<file path="src/rtl/blend_fx_pkg.sv">
// Shared encodings and saturation limits for the blend effect sequencer.
package blend_fx_pkg;

   localparam int unsigned PIX_W  = 4;
   localparam int unsigned RATE_W = 4;
   localparam int unsigned FRM_W  = 5;

   localparam logic [PIX_W-1:0] SAT_MAX = 4'hF;
   localparam logic [PIX_W-1:0] SAT_MIN = 4'h0;

   typedef enum logic [1:0] {
      CMD_NOP      = 2'd0,
      CMD_FADE_OUT = 2'd1,
      CMD_FADE_IN  = 2'd2,
      CMD_FLASH    = 2'd3
   } cmd_e;

   typedef enum logic [1:0] {
      ST_IDLE     = 2'd0,
      ST_FADE_OUT = 2'd1,
      ST_FADE_IN  = 2'd2,
      ST_FLASH    = 2'd3
   } state_e;

endpackage

</file>
<file path="src/rtl/blend_fx_fsm.sv">
// Frame-stepped effect controller: owns the fade amount, rate and frame counters.
module blend_fx_fsm
   import blend_fx_pkg::*;
#(
   parameter int unsigned FADE_RATE = 2
) (
   input  logic             clk,
   input  logic             rst,
   input  logic             vblank,
   input  logic             cmd_wr,
   input  logic [1:0]       cmd,
   input  logic [3:0]       cmd_arg,
   output logic [PIX_W-1:0] fade_level,
   output logic             busy,
   output logic             flash
);

   localparam logic [RATE_W-1:0] RATE_LAST = RATE_W'(FADE_RATE - 1);

   state_e            state;
   logic              vblank_q;
   logic              tick;
   logic [RATE_W-1:0] rate_cnt;
   logic [FRM_W-1:0]  frame_cnt;

   // Frame tick on VBLANK rising edge.
   assign tick = vblank & ~vblank_q;

   // Effect state machine; a command always wins over a coincident tick.
   always_ff @(posedge clk) begin
      if (rst) begin
         state      <= ST_IDLE;
         fade_level <= SAT_MIN;
         rate_cnt   <= '0;
         frame_cnt  <= '0;
         vblank_q   <= 1'b0;
         busy       <= 1'b0;
         flash      <= 1'b0;
      end else begin
         vblank_q <= vblank;
         if (cmd_wr) begin
            rate_cnt <= '0;
            case (cmd)
               CMD_FADE_OUT: begin
                  state <= ST_FADE_OUT;
                  busy  <= 1'b1;
                  flash <= 1'b0;
               end
               CMD_FADE_IN: begin
                  state <= ST_FADE_IN;
                  busy  <= 1'b1;
                  flash <= 1'b0;
               end
               CMD_FLASH: begin
                  state     <= ST_FLASH;
                  busy      <= 1'b1;
                  flash     <= 1'b1;
                  frame_cnt <= (cmd_arg == 4'd0) ? FRM_W'(16) : FRM_W'(cmd_arg);
               end
               default: begin
                  state <= ST_IDLE;
                  busy  <= 1'b0;
                  flash <= 1'b0;
               end
            endcase
         end else if (tick) begin
            case (state)
               ST_FADE_OUT: begin
                  if (fade_level == SAT_MAX) begin
                     state <= ST_IDLE;
                     busy  <= 1'b0;
                  end else if (rate_cnt == RATE_LAST) begin
                     rate_cnt   <= '0;
                     fade_level <= fade_level + 4'd1;
                     if (fade_level == SAT_MAX - 4'd1) begin
                        state <= ST_IDLE;
                        busy  <= 1'b0;
                     end
                  end else begin
                     rate_cnt <= rate_cnt + 4'd1;
                  end
               end
               ST_FADE_IN: begin
                  if (fade_level == SAT_MIN) begin
                     state <= ST_IDLE;
                     busy  <= 1'b0;
                  end else if (rate_cnt == RATE_LAST) begin
                     rate_cnt   <= '0;
                     fade_level <= fade_level - 4'd1;
                     if (fade_level == SAT_MIN + 4'd1) begin
                        state <= ST_IDLE;
                        busy  <= 1'b0;
                     end
                  end else begin
                     rate_cnt <= rate_cnt + 4'd1;
                  end
               end
               ST_FLASH: begin
                  frame_cnt <= frame_cnt - 5'd1;
                  if (frame_cnt <= 5'd1) begin
                     state <= ST_IDLE;
                     busy  <= 1'b0;
                     flash <= 1'b0;
                  end
               end
               default: begin
                  state <= ST_IDLE;
               end
            endcase
         end
      end
   end

endmodule

</file>
<file path="src/rtl/blend_fx_sequencer.sv">
// Per-channel blender driver: two-stage pixel pipeline around an external blender.
module blend_fx_sequencer
   import blend_fx_pkg::*;
#(
   parameter int unsigned FADE_RATE = 2
) (
   input  logic       i_EMU_MCLK,
   input  logic       i_RST,
   input  logic       i_PCEN,
   input  logic       i_HBLANK,
   input  logic       i_VBLANK,
   input  logic [3:0] i_TMPIXEL,
   input  logic [3:0] i_OBJPIXEL,
   input  logic       i_OBJVALID,
   input  logic       i_OBJTRANS,
   input  logic       i_CMD_WR,
   input  logic [1:0] i_CMD,
   input  logic [3:0] i_CMD_ARG,
   output logic [3:0] o_BLD_TMPIXEL,
   output logic [3:0] o_BLD_OBJPIXEL,
   output logic       o_BLD_TMEN,
   output logic       o_BLD_OUTEN,
   output logic       o_BLD_FORCEWHITE,
   output logic       o_BLD_MODE,
   input  logic [3:0] i_BLD_OUT,
   input  logic       i_BLD_CARRY,
   output logic [3:0] o_PIXEL,
   output logic [3:0] o_FADE_LEVEL,
   output logic       o_BUSY
);

   logic             flash;
   logic             obj_trans_hit;
   logic [PIX_W-1:0] base_pix;

   blend_fx_fsm #(
      .FADE_RATE (FADE_RATE)
   ) u_fsm (
      .clk        (i_EMU_MCLK),
      .rst        (i_RST),
      .vblank     (i_VBLANK),
      .cmd_wr     (i_CMD_WR),
      .cmd        (i_CMD),
      .cmd_arg    (i_CMD_ARG),
      .fade_level (o_FADE_LEVEL),
      .busy       (o_BUSY),
      .flash      (flash)
   );

   // Opaque object covers the tilemap; translucent object becomes the add operand.
   always_comb begin
      obj_trans_hit = i_OBJVALID & i_OBJTRANS;
      base_pix      = (i_OBJVALID & ~i_OBJTRANS) ? i_OBJPIXEL : i_TMPIXEL;
   end

   // Stage 1: select base/operand and blend mode for the blender.
   always_ff @(posedge i_EMU_MCLK) begin
      if (i_RST) begin
         o_BLD_TMPIXEL    <= SAT_MIN;
         o_BLD_OBJPIXEL   <= SAT_MIN;
         o_BLD_TMEN       <= 1'b0;
         o_BLD_OUTEN      <= 1'b0;
         o_BLD_FORCEWHITE <= 1'b0;
         o_BLD_MODE       <= 1'b0;
      end else if (i_PCEN) begin
         if (obj_trans_hit) begin
            o_BLD_TMPIXEL  <= i_TMPIXEL;
            o_BLD_OBJPIXEL <= i_OBJPIXEL;
            o_BLD_MODE     <= 1'b0;
         end else begin
            o_BLD_TMPIXEL  <= base_pix;
            o_BLD_OBJPIXEL <= ~o_FADE_LEVEL;
            o_BLD_MODE     <= 1'b1;
         end
         o_BLD_TMEN       <= 1'b1;
         o_BLD_OUTEN      <= ~(i_HBLANK | i_VBLANK);
         o_BLD_FORCEWHITE <= flash;
      end
   end

   // Stage 2: saturate the blender result; blanking beats force-white.
   always_ff @(posedge i_EMU_MCLK) begin
      if (i_RST) begin
         o_PIXEL <= SAT_MIN;
      end else if (i_PCEN) begin
         if (!o_BLD_OUTEN)
            o_PIXEL <= SAT_MIN;
         else if (o_BLD_FORCEWHITE)
            o_PIXEL <= SAT_MAX;
         else if (!o_BLD_MODE && i_BLD_CARRY)
            o_PIXEL <= SAT_MAX;
         else if (o_BLD_MODE && !i_BLD_CARRY)
            o_PIXEL <= SAT_MIN;
         else
            o_PIXEL <= i_BLD_OUT;
      end
   end

endmodule

</file>
<file path="config.mk">
export PLATFORM = sky130hd
export DESIGN_NAME = blend_fx_sequencer
export DESIGN_NICKNAME = d
export VERILOG_FILES = /design/src/rtl/blend_fx_pkg.sv /design/src/rtl/blend_fx_fsm.sv /design/src/rtl/blend_fx_sequencer.sv
export SDC_FILE = /design/constraint.sdc
export NUM_CORES = 1
export LEC_CHECK = 0
export CAP_MARGIN = 15
export CORE_MARGIN = 5
export CORE_UTILIZATION = 52
export DETAILED_ROUTE_END_ITERATION = 10
export PLACE_DENSITY = 0.95
export SETUP_SLACK_MARGIN = 0.1
export SYNTH_ARGS = -nofsm -noshare
export SYNTH_HDL_FRONTEND = slang
export SYNTH_SLANG_ARGS = --single-unit
</file>
<file path="constraint.sdc">
create_clock -name i_EMU_MCLK -period 6.05 [get_ports i_EMU_MCLK]
set_input_delay 0.9075 -clock i_EMU_MCLK [delete_from_list [all_inputs] [get_ports i_EMU_MCLK]]
set_output_delay 0.9075 -clock i_EMU_MCLK [all_outputs]
set_load 0.02 [all_outputs]
</file>
==> flow_metrics.py, run 1 <==
metrics = {
    "run": {
        "drv_cap": 0,
    },
    "detailed_routing": {
        "drt-pass1-iter-count": 4,
        "post_drt_wl_per_cell_um": 15.5,
        "vias_per_cell": 5.78,
        "vias": 1791,
        "drc": 0,
        "drtIter0Drc": 180,
        "wirelength_um": 4800,
        "antenna_left": 0,
    },
    "power_and_ir_drop": {
        "peakVddDrop_uv": 122,
        "power_uw": 474,
        "power.density_nw_per_um2": 197,
        "leakage_nw": 0.860,
    },
    "final_layout": {
        "nNetsFinal": 299,
        "instances_no_fill": 310,
        "diodes": 0,
        "mostFrequentLayoutCell": "clkdlybuf4s50_1",
        "fill_cells": 273,
        "syn2layout_area_growth_pct": 29.2,
        "drive_gt1_share_pct": 5.30,
        "final_area_um2": 2410,
        "final_cell_mix": "clkdlybuf4s50_1 (47), dfxtp_1 (34), nor2_1 (31)",
        "utilization_pct": 71.0,
    },
    "global_routing": {
        "grt_pass1_wl_um": 7610,
        "antenna_found_initial": 0,
        "grt_use_total_pct": 19.2,
        "overflow": 0,
        "grt_pass1_vias": 1732,
        "grt_max_degree": 33,
    },
    "clocking": {
        "cts_root_buf": "clkbuf_4",
        "cts_setup_buffers": 0,
        "cts.sinks": 34,
        "cts-resized-gates": 0,
        "htreeDepth": 2,
        "clockBufferDepth": 2,
        "numCtsBuffers": 5,
        "clock_latency_ns": 0.36,
        "clkTransAtPathRegs_ns": 0.12,
        "cts_tree": "yes",
        "ctsHoldBuffers": 0,
    },
    "timing": {
        "slew_violations": 0,
        "slew_headroom_pct": 33.5,
        "finalClockSkew_ns": 0.0143,
        "rsz0062_at_grt": "false",
        "clock.fmax_ghz": 0.373,
        "setup_tns_ns": 0,
        "final.min_clock_period_ns": 2.68,
        "whs_ns": 0.478,
        "tightest_slew_ns": 0.994,
        "layout_setup_ws_ns": 3.37,
        "finalSetupViolations": 0,
        "period_share_pct": 44.3,
        "finalHoldViolCount": 0,
    },
    "critical_path": {
        "cp.required_ns": 6.29,
        "cp-start-kind": "input pin",
        "crit_type": "input pin to flip-flop",
        "cp_cell_sequence": "clkdlybuf4s50_1 > clkinv_1 > o311a_1 > a211oi_1 > a311oi_1",
        "cp.arrival_ns": 2.92,
        "cp_num_buf_inv": 2,
        "crit_path_end_kind": "flip-flop",
        "cp_top_family": "buffers and inverters",
        "worst_path_max_delay_cell": "clkdlybuf4s50_1",
        "slowest_delay_ns": 0.85,
        "path_max_fanout": 20,
    },
    "synthesis": {
        "synth-edff-count": 0,
        "synth_flop_cell": "dfxtp_1",
        "synthArstFlopShare_pct": 0,
        "synth_seq_cells": 34,
        "synth_cells": 222,
        "synth_nets": 258,
        "yosysWarnings": 0,
        "netlist_area_um2": 1860,
        "ys_seq_area_share_pct": 36.6,
        "syn_area_per_cell_um2": 8.39,
        "synth_cell_types": 48,
    },
    "placed_design": {
        "place_inst": 302,
        "post_dp_cell_area_um2": 2340,
        "io_buffers": 47,
        "pre_cts_ws_ns": 3.00,
        "hpwl_um": 3500,
        "place_congestion": 0.865,
    },
    "floorplanning": {
        "die_w_um": 69.8,
        "core-area_um2": 3390,
        "initial_core_util_pct": 54.9,
        "ios": 48,
        "die_h_um": 69.8,
        "die_area_um2": 4880,
        "std_cell_rows": 21,
    },
    "hold_path": {
        "min_path_type": "flip-flop to flip-flop",
    },
    "run_status": {
        "status": "completed",
    },
}
-- synthesized netlist by cell type (2+ instances only) --
| master | count | area share [%] |
|---|---|---|
| or3_1 | 3 | 1.0 |
| nor4_1 | 3 | 1.0 |
| a311oi_1 | 3 | 1.4 |
| nand3_1 | 3 | 0.81 |
| o21a_1 | 5 | 2.0 |
| nand3b_1 | 3 | 1.2 |
| ha_1 | 9 | 6.0 |
| or4_1 | 2 | 0.81 |
| o31ai_1 | 2 | 0.81 |
| nor3b_1 | 2 | 0.81 |
| or2_2 | 2 | 0.67 |
| buf_2 | 2 | 0.54 |
| a221oi_1 | 2 | 0.94 |
| a211oi_1 | 12 | 4.8 |
| nor3_1 | 5 | 1.3 |
| dfxtp_1 | 34 | 37 |
| o21ai_0 | 6 | 1.6 |
| mux2i_1 | 9 | 4.8 |
| nor2_1 | 31 | 6.2 |
| nor2b_1 | 2 | 0.67 |
| inv_1 | 9 | 1.8 |
| xnor2_1 | 3 | 1.4 |
| nand2_1 | 5 | 1.0 |
| o211ai_1 | 4 | 1.6 |
| clkbuf_1 | 11 | 2.2 |
| a41oi_1 | 2 | 0.94 |
| a21oi_1 | 19 | 5.1 |
| nand2b_1 | 9 | 3.0 |
-- worst register-to-register path, delay by kind of cell (launching register included) --
| family | cells | cell delay, ns |
|---|---|---|
| DFF | 1 | 0.49 |
| AOI/OAI and AO/OA | 1 | 0.16 |
| buffers and inverters | 1 | 0.12 |
| adders and majority gates | 1 | 0.26 |
| and+or+nand+nor | 3 | 1.14 |
-- kinds of logic after synthesis --
family          count (synthesis)  synth area share (%)
compound gates                 63                  22.5
mux                            10                  5.44
flops                          34                  36.6
simple gates                   78                  22.6
xor+xnor                        4                  1.88
buf+inv                        24                  4.97
fa+ha+maj                       9                  6.05
-- flip-flops by register name, summed over array words and instances, names as in the netlist --
signal,count
o_BLD_FORCEWHITE,1
o_BLD_MODE,1
o_BLD_OBJPIXEL,4
o_BLD_OUTEN,1
o_BLD_TMEN,1
o_BLD_TMPIXEL,4
o_PIXEL,4
u_fsm.busy,1
u_fsm.fade_level,4
u_fsm.flash,1
u_fsm.frame_cnt,5
u_fsm.rate_cnt,4
u_fsm.state,2
u_fsm.vblank_q,1
-- layout make-up --
cell class              instances  area, um^2  share of cell area, %
well taps                      46        57.6                   2.39
multi-input cells             164        1090                   45.2
repair buffers                 48         478                   19.9
flip-flops and latches         34         681                   28.3
inverters                      10        37.5                   1.56
clock buffers                   6        51.3                   2.13
clock inverters                 2        12.5                  0.520
-- power breakdown --
part | internal [mW] | total, mW | switching (mW)
registers | 0.233 | 0.241 | 0.00743
logic | 0.0461 | 0.0924 | 0.0463
clock network | 0.0558 | 0.141 | 0.0850
total | 0.335 | 0.474 | 0.139
-- final timing paths --
path                                         start                          endpoint  slack, ns  cells after the start
setup / recovery                          i_CMD_WR       u_fsm.state[0]$_SDFFE_PP0P_       3.37                      5
hold / removal             o_PIXEL[3]$_SDFFE_PP0P_           o_PIXEL[3]$_SDFFE_PP0P_       0.48                      2
setup reg to reg  u_fsm.fade_level[0]$_SDFFE_PP0P_  u_fsm.fade_level[3]$_SDFFE_PP0P_       3.81                      6
hold reg to reg            o_PIXEL[3]$_SDFFE_PP0P_           o_PIXEL[3]$_SDFFE_PP0P_       0.48                      2
-- metal layers --
| layer | GRT usage (%) | up-vias | part of all wire [%] |
|---|---|---|---|
| met2 | 34.4 | 52 | 51 |
| met4 | 8.94 | 0 | 2.3 |
| li1 | - | 887 | - |
| met5 | 0 | - | 0 |
| met1 | 20.7 | 837 | 42 |
| met3 | 5.07 | 15 | 4.8 |
No activity file was read; power rests on OpenSTA's default activity.
==> run 2, diff against run 1 <==
--- a/config.mk
+++ b/config.mk
@@ -7,9 +7,9 @@
 export LEC_CHECK = 0
 export CAP_MARGIN = 15
 export CORE_MARGIN = 5
-export CORE_UTILIZATION = 52
+export CORE_UTILIZATION = 48
 export DETAILED_ROUTE_END_ITERATION = 10
-export PLACE_DENSITY = 0.95
+export PLACE_DENSITY = 0.9
 export SETUP_SLACK_MARGIN = 0.1
 export SYNTH_ARGS = -nofsm -noshare
 export SYNTH_HDL_FRONTEND = slang
==> constraint.sdc (replaced) <==
create_clock -name i_EMU_MCLK -period 2.7 [get_ports i_EMU_MCLK]
set_input_delay 0.405 -clock i_EMU_MCLK [delete_from_list [all_inputs] [get_ports i_EMU_MCLK]]
set_output_delay 0.405 -clock i_EMU_MCLK [all_outputs]
set_load 0.02 [all_outputs]
==> flow_metrics.py, run 2 (synthesis gave the netlist of run 1 again) <==
metrics = {
    "placed_design": {
        "io_buffers": 47,
        "pre_cts_ws_ns": 0.409,
        "place_congestion": 0.851,
        "post_dp_cell_area_um2": 2370,
        "hpwl_um": 3180,
    },
    "global_routing": {
        "antenna_found_initial": 0,
        "grt_use_total_pct": 17.7,
        "grt_pass1_vias": 1599,
        "grt_max_degree": 28,
        "overflow": 0,
        "grt_pass1_wl_um": 7330,
    },
    "floorplanning": {
        "die_h_um": 72.3,
        "core-area_um2": 3720,
        "die_w_um": 72.3,
        "initial_core_util_pct": 50.1,
        "std_cell_rows": 22,
        "die_area_um2": 5220,
        "ios": 48,
    },
    "timing": {
        "finalHoldViolCount": 0,
        "finalSetupViolations": 0,
        "clock.fmax_ghz": 0.452,
        "finalClockSkew_ns": 0.0100,
        "whs_ns": 0.474,
        "layout_setup_ws_ns": 0.489,
        "final.min_clock_period_ns": 2.21,
        "period_share_pct": 81.9,
        "setup_tns_ns": 0,
        "slew_headroom_pct": 41.8,
        "tightest_slew_ns": 0.870,
        "slew_violations": 0,
        "rsz0062_at_grt": "false",
    },
    "final_layout": {
        "final_area_um2": 2490,
        "final_cell_mix": "clkdlybuf4s50_1 (47), dfxtp_1 (34), nor2_1 (31)",
        "largest_reg_flops": 5,
        "drive_gt1_share_pct": 6.37,
        "regMostFlops": "u_fsm.frame_cnt",
        "diodes": 0,
        "syn2layout_area_growth_pct": 33.6,
        "mostFrequentLayoutCell": "clkdlybuf4s50_1",
        "nNetsFinal": 303,
    },
    "hold_path": {
        "min_from": "o_PIXEL[3]$_SDFFE_PP0P_",
        "min_path_type": "flip-flop to flip-flop",
    },
    "critical_path": {
        "cp-start-kind": "flip-flop",
        "r2r-start": "u_fsm.fade_level[0]$_SDFFE_PP0P_",
        "cp.required_ns": 2.92,
        "critPathLaunch": "u_fsm.fade_level[0]$_SDFFE_PP0P_",
        "cp.arrival_ns": 2.43,
        "path_max_fanout": 8,
        "crit_path_end_kind": "flip-flop",
        "crit_type": "flip-flop to flip-flop",
    },
    "power_and_ir_drop": {
        "leakage_nw": 0.903,
        "peakVddDrop_uv": 269,
        "power.density_nw_per_um2": 494,
    },
    "detailed_routing": {
        "drc": 0,
        "vias_per_cell": 5.63,
        "post_drt_wl_per_cell_um": 13.9,
        "vias": 1772,
        "drtIter0Drc": 92,
        "drt-pass1-iter-count": 5,
        "wirelength_um": 4390,
        "antenna_left": 0,
    },
    "run": {
        "drv_cap": 0,
    },
    "clocking": {
        "cts_root_buf": "clkbuf_8",
        "htreeDepth": 2,
        "clkTransAtPathRegs_ns": 0.07,
        "cts_tree": "yes",
        "cts_setup_buffers": 0,
        "cts-resized-gates": 0,
        "clockBufferDepth": 2,
        "clock_latency_ns": 0.29,
        "ctsHoldBuffers": 0,
        "numCtsBuffers": 5,
        "cts.sinks": 34,
    },
    "run_status": {
        "status": "completed",
    },
}
## run 2: cell types whose count changed in the layout (fill, tap and decap cells not counted)
cell	previous run	this run
buf_4	1	5
clkinv_2	1	0
clkbuf_4	5	0
clkinvlp_4	1	0
clkbuf_8	1	6
bufinv_16	0	1
## run 2: final timing paths
path,endpoint,slack (ns),cells past startpoint
worst max-delay path,u_fsm.fade_level[3]$_SDFFE_PP0P_,0.49,6
worst min-delay path,o_PIXEL[3]$_SDFFE_PP0P_,0.47,2
worst max register to register,u_fsm.fade_level[3]$_SDFFE_PP0P_,0.49,6
worst min register to register,o_PIXEL[3]$_SDFFE_PP0P_,0.47,2
## run 2: through the flow
step	power (mW)	utilization (%)	std cells
after CTS	1.24	66.9	315
final	1.23	66.9	315
after global placement	0.752	63.9	308
after detailed placement	0.756	63.9	308
after global routing	1.28	66.9	315
after floorplan	0.662	-	222
## run 2: cell type report
class	count	area, um^2
inverters	10	37.5
repair buffers	52	508
flip-flops and latches	34	681
fillers	294	1230
multi-input cells	164	1090
clock inverters	1	30.0
clock buffers	6	82.6
well taps	48	60.1
## run 2: layer usage
layer	vias up	global-route usage, %	part of all wire [%]
met5	-	0	0
li1	893	-	-
met1	817	22.4	45
met3	5	6.37	8.3
met2	57	27.1	45
met4	0	7.52	1.4
## run 2: where the power goes
group,switching [mW],internal [mW]
clock network,0.186,0.295
logic,0.101,0.107
registers,0.0157,0.523
total,0.304,0.925
## run 2: critical path: stages, from the launching register on
cell and delay [ns]:
dfxtp_1 0.47, inv_1 0.12, ha_1 0.26, nor4bb_1 0.19, or3_1 0.43, or4_1 0.52
a21oi_1 0.15
==> run 3, diff against run 2 <==
==> constraint.sdc (replaced) <==
create_clock -name i_EMU_MCLK -period 2.2 [get_ports i_EMU_MCLK]
set_input_delay 0.33 -clock i_EMU_MCLK [delete_from_list [all_inputs] [get_ports i_EMU_MCLK]]
set_output_delay 0.33 -clock i_EMU_MCLK [all_outputs]
set_load 0.02 [all_outputs]
==> flow_metrics.py, run 3 (synthesis gave the netlist of run 1 again) <==
metrics = {
    "timing": {
        "clock.fmax_ghz": 0.489,
        "rsz0062_at_grt": "false",
        "finalSetupViolations": 0,
        "whs_ns": 0.476,
        "finalClockSkew_ns": 0.00442,
        "slew_violations": 0,
        "layout_setup_ws_ns": 0.156,
        "slew_headroom_pct": 64.2,
        "tightest_slew_ns": 0.532,
        "final.min_clock_period_ns": 2.04,
        "period_share_pct": 92.9,
        "setup_tns_ns": 0,
        "finalHoldViolCount": 0,
    },
    "critical_path": {
        "crit_type": "flip-flop to flip-flop",
        "cp.arrival_ns": 2.26,
        "slowest_delay_ns": 0.57,
        "cp_num_buf_inv": 0,
        "crit_path_end_kind": "flip-flop",
        "cp_cell_sequence": "or4b_4 > or3_4 > or4_1 > a21oi_1",
        "cp-start-kind": "flip-flop",
        "cp_top_family": "simple AND/OR/NAND/NOR gates",
        "worst_path_max_delay_cell": "or4b_4",
        "path_max_fanout": 5,
        "cp.required_ns": 2.41,
    },
    "power_and_ir_drop": {
        "power_mw": 1.41,
        "peakVddDrop_uv": 341,
        "leakage_nw": 0.925,
        "power.density_nw_per_um2": 557,
    },
    "placed_design": {
        "hpwl_um": 3410,
        "pre_cts_ws_ns": 0.136,
        "place_congestion": 0.832,
        "io_buffers": 47,
    },
    "detailed_routing": {
        "drc": 0,
        "vias_per_cell": 5.63,
        "post_drt_wl_per_cell_um": 14.7,
        "vias": 1813,
        "drt-pass1-iter-count": 4,
        "antenna_left": 0,
        "wirelength_um": 4740,
        "drtIter0Drc": 85,
    },
    "clocking": {
        "numCtsBuffers": 5,
        "clkTransAtPathRegs_ns": 0.07,
        "clock_latency_ns": 0.28,
        "cts_root_buf": "clkbuf_8",
        "cts_setup_buffers": 0,
        "cts.sinks": 34,
        "cts_tree": "yes",
        "ctsHoldBuffers": 0,
        "clockBufferDepth": 2,
        "htreeDepth": 2,
    },
    "global_routing": {
        "grt_pass1_wl_um": 8020,
        "grt_busiest_layer": "met2",
        "grt_use_total_pct": 18.9,
        "met2_usage_pct": 32.2,
        "antenna_found_initial": 0,
        "grtUsageMet1_pct": 23.1,
        "grt_max_degree": 30,
        "use_met3_pct": 4.71,
        "grt_pass1_vias": 1775,
        "overflow": 0,
    },
    "final_layout": {
        "fill_cells": 306,
        "diodes": 0,
        "final_cell_mix": "clkdlybuf4s50_1 (47), nor2_1 (31), dfxtp_1 (31)",
        "regMostFlops": "u_fsm.frame_cnt",
        "drive_gt1_share_pct": 10.9,
        "mostFrequentLayoutCell": "clkdlybuf4s50_1",
        "largest_reg_flops": 5,
        "syn2layout_area_growth_pct": 36.0,
        "nNetsFinal": 309,
    },
    "floorplanning": {
        "ios": 48,
        "die_area_um2": 5220,
        "core-area_um2": 3720,
        "die_w_um": 72.3,
        "initial_core_util_pct": 50.1,
        "std_cell_rows": 22,
        "die_h_um": 72.3,
    },
    "run_status": {
        "status": "completed",
    },
    "hold_path": {
        "min_path_type": "flip-flop to flip-flop",
    },
    "run": {
        "drv_cap": 0,
    },
}
[run 3: changes by cell type in the layout (fill, tap and decap cells not counted), sizes merged]
cell      delta
buf          +6
bufinv       -1
clkinv       +1
clkinvlp     +1
[run 3: path summary, 6_finish.rpt]
check / slack, ns / cells after the start / endpoint / startpoint
max: 0.16 / 4 / u_fsm.fade_level[3]$_SDFFE_PP0P_ / u_fsm.rate_cnt[1]$_SDFFE_PP0P_
min: 0.48 / 2 / o_PIXEL[3]$_SDFFE_PP0P_ / o_PIXEL[3]$_SDFFE_PP0P_
max reg2reg: 0.16 / 4 / u_fsm.fade_level[3]$_SDFFE_PP0P_ / u_fsm.rate_cnt[1]$_SDFFE_PP0P_
min reg2reg: 0.48 / 2 / o_PIXEL[3]$_SDFFE_PP0P_ / o_PIXEL[3]$_SDFFE_PP0P_
[run 3: cell type report]
cell class / count / area, um^2 / area share, %
Clock buffer: 6 / 82.6 / 3.26
Clock inverter: 2 / 12.5 / 0.494
Inverter: 10 / 37.5 / 1.48
Multi-Input combinational cell: 164 / 1100 / 43.4
Sequential cell: 34 / 687 / 27.1
Tap cell: 48 / 60.1 / 2.37
Timing Repair Buffer: 58 / 553 / 21.8
[run 3: per-layer routing]
| layer | vias up | share of wire, % | wire [um] |
|---|---|---|---|
| li1 | 910 | - | - |
| met1 | 843 | 44 | 2080 |
| met2 | 54 | 49 | 2310 |
| met3 | 6 | 6.3 | 298 |
| met4 | 0 | 0.97 | 46 |
| met5 | - | 0 | 0 |
[run 3: per-stage QoR]
| stage | area (um^2) | cells | utilization (%) |
|---|---|---|---|
| after floorplan | 1860 | 222 | - |
| after global placement | 2420 | 314 | 65.2 |
| after detailed placement | 2420 | 314 | 65.2 |
| after CTS | 2520 | 322 | 67.9 |
| after global routing | 2530 | 322 | 68.1 |
| final | 2530 | 322 | 68.1 |
[run 3: what timing repair did]
| action | CTS | global route |
|---|---|---|
| endpoints found under the setup margin | 1 | 3 |
| pin swaps | 0 | 0 |
| resized for setup | 1 | 4 |
[run 3: where the power goes]
part	total, mW	switching [mW]	internal, mW
Combinational	0.266	0.128	0.139
Clock	0.482	0.231	0.251
Sequential	0.661	0.0203	0.641
[run 3: worst min-delay path, delay by kind of cell (launching register included)]
kind	cells	cell delay (ns)
DFF	1	0.31
AOI/OAI and AO/OA	1	0.06
and+or+nand+nor	1	0.06
